**src/rtl/memory_arbiter.sv**
```systemverilog
// memory_arbiter: shares one external memory port between the fetch stage
// (loads only) and the access stage (loads and stores).
//
// Ports:
//   clockIn, resetIn         clock (rising edge), asynchronous active-low reset
//   fetchAddressIn           fetch load address
//   fetchLoadIn              fetch request (level, held until fetchReadyOut)
//   fetchValueOut            fetch load result, valid with fetchReadyOut
//   fetchReadyOut            one-cycle completion pulse to fetch
//   accessAddressIn          access address
//   accessValueIn            access store data
//   accessLoadIn             access load request (level)
//   accessStoreIn            access store request (level, wins over load)
//   accessValueOut           access load result, valid with accessReadyOut
//   accessReadyOut           one-cycle completion pulse to access
//   memoryAddressOut         address to memory
//   memoryValueOut           store data to memory
//   memoryLoadOut            load strobe, held for the whole transaction
//   memoryStoreOut           store strobe, held for the whole transaction
//   memoryValueIn            memory read data, valid with memoryReadyIn
//   memoryReadyIn            memory completion
//   errorOut                 one-cycle pulse when the watchdog aborts
//
// Contention is resolved by alternating priority via a last-grant bit.
// A watchdog (TIMEOUT cycles, 0 = disabled) aborts a hung transaction.
module memory_arbiter #(
    parameter int unsigned WIDTH   = 32,
    parameter int unsigned TIMEOUT = 255
) (
    input  logic             clockIn,
    input  logic             resetIn,
    input  logic [WIDTH-1:0] fetchAddressIn,
    input  logic             fetchLoadIn,
    output logic [WIDTH-1:0] fetchValueOut,
    output logic             fetchReadyOut,
    input  logic [WIDTH-1:0] accessAddressIn,
    input  logic [WIDTH-1:0] accessValueIn,
    input  logic             accessLoadIn,
    input  logic             accessStoreIn,
    output logic [WIDTH-1:0] accessValueOut,
    output logic             accessReadyOut,
    output logic [WIDTH-1:0] memoryAddressOut,
    output logic [WIDTH-1:0] memoryValueOut,
    output logic             memoryLoadOut,
    output logic             memoryStoreOut,
    input  logic [WIDTH-1:0] memoryValueIn,
    input  logic             memoryReadyIn,
    output logic             errorOut
);

    localparam int unsigned CW       = (TIMEOUT > 0) ? $clog2(TIMEOUT + 1) : 1;
    // Abort is decided in the last strobe cycle, so the strobe lasts TIMEOUT cycles.
    localparam int unsigned TMO_LAST = (TIMEOUT > 0) ? TIMEOUT - 1 : 0;

    localparam logic [1:0] StIdle    = 2'd0;
    localparam logic [1:0] StFetch   = 2'd1;
    localparam logic [1:0] StAccess  = 2'd2;
    localparam logic [1:0] StRespond = 2'd3;

    logic [1:0]       state_q, state_d;
    logic             last_access_q, last_access_d;  // 1: last grant went to access
    logic [WIDTH-1:0] addr_q, addr_d;
    logic [WIDTH-1:0] wdata_q, wdata_d;
    logic             store_q, store_d;
    logic [CW-1:0]    count_q, count_d;
    logic [WIDTH-1:0] fetch_value_q, fetch_value_d;
    logic [WIDTH-1:0] access_value_q, access_value_d;
    logic             fetch_ready_q, fetch_ready_d;
    logic             access_ready_q, access_ready_d;
    logic             error_q, error_d;

    logic access_pend;
    logic fetch_pend;
    logic grant_access;
    logic timeout_hit;

    assign access_pend  = accessLoadIn | accessStoreIn;
    assign fetch_pend   = fetchLoadIn;
    assign grant_access = access_pend & (~fetch_pend | ~last_access_q);
    assign timeout_hit  = (TIMEOUT > 0) && (count_q == CW'(TMO_LAST));

    always_comb begin
        state_d        = state_q;
        last_access_d  = last_access_q;
        addr_d         = addr_q;
        wdata_d        = wdata_q;
        store_d        = store_q;
        count_d        = count_q;
        fetch_value_d  = fetch_value_q;
        access_value_d = access_value_q;
        fetch_ready_d  = 1'b0;
        access_ready_d = 1'b0;
        error_d        = 1'b0;

        case (state_q)
            StIdle: begin
                count_d = '0;
                if (grant_access) begin
                    state_d       = StAccess;
                    last_access_d = 1'b1;
                    addr_d        = accessAddressIn;
                    store_d       = accessStoreIn;
                    wdata_d       = accessStoreIn ? accessValueIn : '0;
                end else if (fetch_pend) begin
                    state_d       = StFetch;
                    last_access_d = 1'b0;
                    addr_d        = fetchAddressIn;
                    store_d       = 1'b0;
                    wdata_d       = '0;
                end
            end
            StFetch, StAccess: begin
                // A completion in the abort cycle wins over the abort.
                if (memoryReadyIn || timeout_hit) begin
                    state_d = StRespond;
                    count_d = '0;
                    error_d = ~memoryReadyIn;
                    if (state_q == StFetch) begin
                        fetch_ready_d = 1'b1;
                        fetch_value_d = memoryReadyIn ? memoryValueIn : '0;
                    end else begin
                        access_ready_d = 1'b1;
                        access_value_d = (memoryReadyIn && !store_q) ? memoryValueIn : '0;
                    end
                end else if (count_q < CW'(TIMEOUT)) begin
                    count_d = count_q + CW'(1);
                end
            end
            default: begin
                state_d = StIdle;
            end
        endcase
    end

    always_ff @(posedge clockIn or negedge resetIn) begin
        if (!resetIn) begin
            state_q        <= StIdle;
            last_access_q  <= 1'b0;
            addr_q         <= '0;
            wdata_q        <= '0;
            store_q        <= 1'b0;
            count_q        <= '0;
            fetch_value_q  <= '0;
            access_value_q <= '0;
            fetch_ready_q  <= 1'b0;
            access_ready_q <= 1'b0;
            error_q        <= 1'b0;
        end else begin
            state_q        <= state_d;
            last_access_q  <= last_access_d;
            addr_q         <= addr_d;
            wdata_q        <= wdata_d;
            store_q        <= store_d;
            count_q        <= count_d;
            fetch_value_q  <= fetch_value_d;
            access_value_q <= access_value_d;
            fetch_ready_q  <= fetch_ready_d;
            access_ready_q <= access_ready_d;
            error_q        <= error_d;
        end
    end

    // Strobes decode straight from registered state, so reset clears them at once.
    assign memoryLoadOut    = (state_q == StFetch) | ((state_q == StAccess) & ~store_q);
    assign memoryStoreOut   = (state_q == StAccess) & store_q;
    assign memoryAddressOut = addr_q;
    assign memoryValueOut   = wdata_q;
    assign fetchValueOut    = fetch_value_q;
    assign fetchReadyOut    = fetch_ready_q;
    assign accessValueOut   = access_value_q;
    assign accessReadyOut   = access_ready_q;
    assign errorOut         = error_q;

endmodule

```
**config.mk**
```make
export PLATFORM = sky130hd
export DESIGN_NAME = memory_arbiter
export DESIGN_NICKNAME = d
export VERILOG_FILES = /design/src/rtl/memory_arbiter.sv
export SDC_FILE = /design/constraint.sdc
export NUM_CORES = 1
export LEC_CHECK = 0
export CORE_MARGIN = 3
export CORE_UTILIZATION = 43
export CTS_BUF_LIST = sky130_fd_sc_hd__clkbuf_4
export DETAILED_ROUTE_END_ITERATION = 6
export HOLD_SLACK_MARGIN = 0.12
export PLACE_DENSITY = 0.84
export SYNTH_ARGS = -nofsm -noshare
export SYNTH_HDL_FRONTEND = slang
export SYNTH_SLANG_ARGS = --single-unit
```
**constraint.sdc**
```tcl
create_clock -name clockIn -period 3.4 [get_ports clockIn]
set_input_delay 0.68 -clock clockIn [delete_from_list [all_inputs] [get_ports clockIn]]
set_output_delay 0.68 -clock clockIn [all_outputs]
set_load 0.03 [all_outputs]
```
* Yosys cells after proc, flatten, opt, wreduce, memory -nomap -nowiden
Cells that the tools add are included.
** Word-level totals
- Register bits after elaboration :: 143
- Input bits :: 134
- Output and inout bits :: 133
- Word-level logic and storage cells :: 67
** Operators by class
- Add/sub/neg operators :: 1
- $lt $le $gt $ge :: 1
- Equality and inequality tests :: 6
- Muxes and demuxes :: 25
- Bitwise logic cells :: 11
- Reduce and logical (&&, ||, !) cells :: 12
** Operator list (count)
- two-way mux 32 bit :: 7
- two-way mux 8 bit :: 2
- case mux 8 bit (2 select lines) :: 1
- two-way mux 1 bit :: 11
- adder 8 x 1 -> 8 bit, second input constant :: 1
- == test 8 bit, second input constant :: 1
- less-than comparator 8 bit, second input constant :: 1
- two-way mux 2 bit :: 3
- inequality test 3 bit, second input constant :: 2
- AND reduction 2 bit :: 3
- AND reduction 3 bit :: 2
- inverter 1 bit :: 5
- case mux 2 bit (2 select lines) :: 1
- nonzero test 2 bit :: 2
- AND 1 bit :: 3
- bitwise OR 1 bit :: 3
- == test 2 x 1 -> 1 bit, second input constant :: 1
- == test 2 bit, second input constant :: 1
- logical NOT 2 bit :: 1
- inequality test 2 bit, second input constant :: 1
- OR reduction 2 bit :: 1
- logical AND 1 bit :: 1
- logical NOT 1 bit :: 1
- logical OR 1 bit :: 1

* Longest topological paths before layout
Gate-level depths: netlist of the first run.
- Word-level depth :: 5
- Depth in mapped cells :: 8
- Mapped depth without buffers :: 6

* Least setup slack after synthesis of the first run
Ideal clock, no wire load.
- Path type :: reg2out
- Start point :: register state_q[0]
- End point :: output memoryLoadOut
- Arrival time :: 1334 ps
- Required time :: 2720 ps
- Slack :: 1386 ps
- Cell stages (with the launch flop) :: 5
- Buffers on the path :: 0
- Path through :: dfrtp_1 -> inv_1 -> ha_1 -> inv_1 -> o21ai_0
** Between the ends
- Cells in the longest elaborated chain, start to end :: 3
- Elaborated cells between the ends (all ways) :: 4
- Classes of those cells :: 2 x eq/ne; 2 x bitwise
** RTL lines
- start: declaration :: RTL line 60 : logic [1:0] state_q, state_d;
- start signal: assignment :: RTL line 137 : state_q <= StIdle;
- start signal: assignment :: RTL line 149 : state_q <= state_d;
- == test 2 bit :: RTL line 164 : assign memoryLoadOut = (state_q == StFetch) | ((state_q == StAccess) & ~store_q);
- AND 1 bit :: RTL line 164
- bitwise OR 1 bit * :: RTL line 164
- end: declaration :: RTL line 44 : output logic memoryLoadOut,
Every way passes the cells marked *; elsewhere a longest branch is shown, timed or not.

* Final worst setup path of the first run
Same ends and word-level chain as after synthesis.

==> impl_metrics.env, run 1 <==
export IMPL_routed_wl_um=16940
export IMPL_nets=912
export IMPL_fin_crit_ps=2894
export IMPL_yosysSeqAreaShare_pct=59.20
export IMPL_p_switching_uw=3697
export IMPL_hold_class="primary input to async pin"
export IMPL_power_total_uw=8562
export IMPL_die_width_um=124.6
export IMPL_wl_per_cell_um=17.64
export IMPL_slew_headroom_pct=32.01
export IMPL_first_global_vias=5222
export IMPL_syn2layout_area_growth_pct=50.45
export IMPL_drive_gt1_share_pct=6.258
export IMPL_final_common_cell="clkdlybuf4s50_1"
export IMPL_drv_slew=0
export IMPL_initial_core_util_pct=44.76
export IMPL_cap_violations=0
export IMPL_worstPathRequired_ps=2720
export IMPL_cts_max_path_buffers=2
export IMPL_synth_cell_types=41
export IMPL_syn_num_nets=651
export IMPL_tns_ps=0
export IMPL_worstSetupStartpointType="flip-flop"
export IMPL_numClockSinks=143
export IMPL_fin_worst_skew_ps=15.56
export IMPL_die_y_um=124.6
export IMPL_grt_total_usage_pct=22.13
export IMPL_multi_input_area_sq_um=2122
export IMPL_cp_max_fo=4
export IMPL_cts_resized=0
export IMPL_drt_iter0_drc=263
export IMPL_io_pin_count=267
export IMPL_p_sw_share_pct=43.18
export IMPL_path_clk_slew_ps=110
export IMPL_grt_start_max_net_pins=99
export IMPL_num_vias=4977
export IMPL_combPwrFrac_pct=55.2
export IMPL_reg2reg_to="fetchValueOut[7]$_DFFE_PN0P_"
export IMPL_ff2ff_setup_slack_ps=1320
export IMPL_worst_setup_path_end_kind="output port"
export IMPL_postSynthRegisterBits=143
export IMPL_final_cell_mix="265 x clkdlybuf4s50_1, 143 x dfrtp_1, 69 x nand2_1"
export IMPL_syn_avg_cell_area_sq_um=11.83
export IMPL_p_per_area_nw_per_um2=941.5
export IMPL_grt_antenna_before_repair=1
export IMPL_power_frac_seq_pct=32.9
export IMPL_port_buffers=266
export IMPL_rsz0062_at_grt="false"
export IMPL_hpwl_um=12620
export IMPL_holdBufCountCts=0
export IMPL_n_fill_cell=984
export IMPL_fin_hold_ws_ps=140.5
export IMPL_fmax_mhz=345.5
export IMPL_drtAntennaViolNets=0
export IMPL_viasPerCell=5.184
export IMPL_outcome="complete, no violations"
export IMPL_r2r_start="count_q[0]$_DFFE_PN0P_"
export IMPL_worstMarginPinSlew_ps=1018
export IMPL_worstRegToRegCells=7
export IMPL_syn_inst=511
export IMPL_ff_latch_area_sq_um=3578
export IMPL_final_cell_count_no_fill=960
export IMPL_synthesis_area_sq_um=6045
export IMPL_clk_latency_ps=530
export IMPL_drc_errors=0
export IMPL_cts_setup_buffers=0
export IMPL_finalCritPeriodShare_pct=85.12
export IMPL_p_int_uw=4865
export IMPL_core_area_sq_um=13510
export IMPL_grt_first_pass_wirelength_um=27390
export IMPL_ir_drop_uv=534.7
export IMPL_hold_viol=0
export IMPL_std_cell_rows=42
export IMPL_dp_cells=929
export IMPL_critPathArrivalTime_ps=2210
export IMPL_cts_tree="done"
export IMPL_ys_warn_count=0
export IMPL_cts_made_buffers=17
export IMPL_path_class="flip-flop to output port"
export IMPL_htree_levels=4
export IMPL_cts_root_buffer="clkbuf_4"
export IMPL_p_clk_share_pct=11.9
export IMPL_final_setup_viol_count=0
export IMPL_gp_congestion=0.9116
export IMPL_p_leak_uw=0.003999
export IMPL_firstDrtPassIters=4
export IMPL_overflow=0
export IMPL_die_area_sq_um=15520
[metrics by stage]
step,worst slack (ps),area (sq um),util [%]
5_1_grt,359.3,9094,67.33
3_3_place_gp,626.5,8830,65.38
4_1_cts,443.4,9091,67.32
2_1_floorplan,1386,6045,-
3_5_place_dp,490.5,8830,65.38
6_report,505.8,9094,67.33
[Yosys cell counts (all sizes together)]
cell,count,area (sq um)
dfrtp,143,3578
nand2,69,259.0
mux2i,66,660.6
a22o,65,569.3
inv,42,157.7
o21ai,39,198.9
buf,20,151.4
clkbuf,14,52.55
a21oi,7,35.03
ha,6,75.07
nand3,6,30.03
nor2,3,13.77
and2,2,12.51
and3,2,12.51
mux2,2,22.52
nand2b,2,12.51
nand4,2,27.53
nor3,2,10.01
o211ai,2,15.01
o31ai,2,28.78
or2,2,12.52
or3,2,12.51
a21o,1,7.510
a2bb2oi,1,8.760
and2b,1,7.510
nand4b,1,8.760
nor2b,1,6.260
o211a,1,10.01
o21a,1,7.510
o2bb2ai,1,15.01
o311ai,1,8.760
or3b,1,8.760
or4,1,7.510
[worst max path at each step]
stage	start	endpoint	slack [ps]
final	state_q[0]$_DFFE_PN0P_	memoryLoadOut	510
after global routing	state_q[0]$_DFFE_PN0P_	memoryLoadOut	360
after CTS	state_q[0]$_DFFE_PN0P_	memoryLoadOut	440
after detailed placement	accessLoadIn	memoryAddressOut[24]$_DFFE_PN0P_	490
after global placement	accessLoadIn	memoryAddressOut[25]$_DFFE_PN0P_	630
after floorplan	state_q[0]$_DFFE_PN0P_	memoryLoadOut	1390
[flip-flops by register name, indices dropped and copies added, names as in the netlist]
name and flops:
store_q 1, errorOut 1, accessReadyOut 1, last_access_q 1, count_q 8, fetchValueOut 32
fetchReadyOut 1, accessValueOut 32, memoryValueOut 32, state_q 2, memoryAddressOut 32
[cell families after synthesis]
family          count (synthesis)  share of synthesized area, %
compound gates                121                         14.97
fa+ha+maj                       6                         1.242
buf+inv                        76                         5.982
flops                         143                         59.20
mux                            68                         11.30
simple gates                   97                         7.307
[layout make-up]
class / count / area share, %
timing repair buffer: 276 / 30.26
multi-input combinational: 292 / 23.34
tap: 176 / 2.422
clock buffer: 19 / 1.569
inverter: 42 / 1.734
antenna: 1 / 0.02752
clock inverter: 11 / 1.307
sequential: 143 / 39.35
[power by group through the flow]
stage | registers, uW | clock network [uW] | logic, uW
after floorplan | 4100 | 0 | 1550
after global placement | 2810 | 0 | 4640
after global routing | 2900 | 1130 | 5000
after CTS | 2810 | 1060 | 4760
final | 2810 | 1020 | 4730
after detailed placement | 2840 | 0 | 4750
[worst max-delay path, cell delays in order, from the launching register on]
cell and delay (ps):
dfrtp_1 440, inv_1 90, ha_1 170, inv_1 40, o21ai_0 200, clkdlybuf4s50_1 750
[metal layers]
metal / GRT usage, % / wire [um] / vias up
met5: 0 / 0 / -
met4: 12.96 / 879 / 0
met3: 4.889 / 876 / 52
met2: 37.25 / 8629 / 198
met1: 25.97 / 6548 / 2421
li1: - / - / 2306
Power figures use the tool's default switching activity.
==> run 2: changes to the inputs <==
SLEW_MARGIN = 20   (was default)
==> results of run 2 <==
No change in the layout: final DEF, timing and power equal those of run 1.
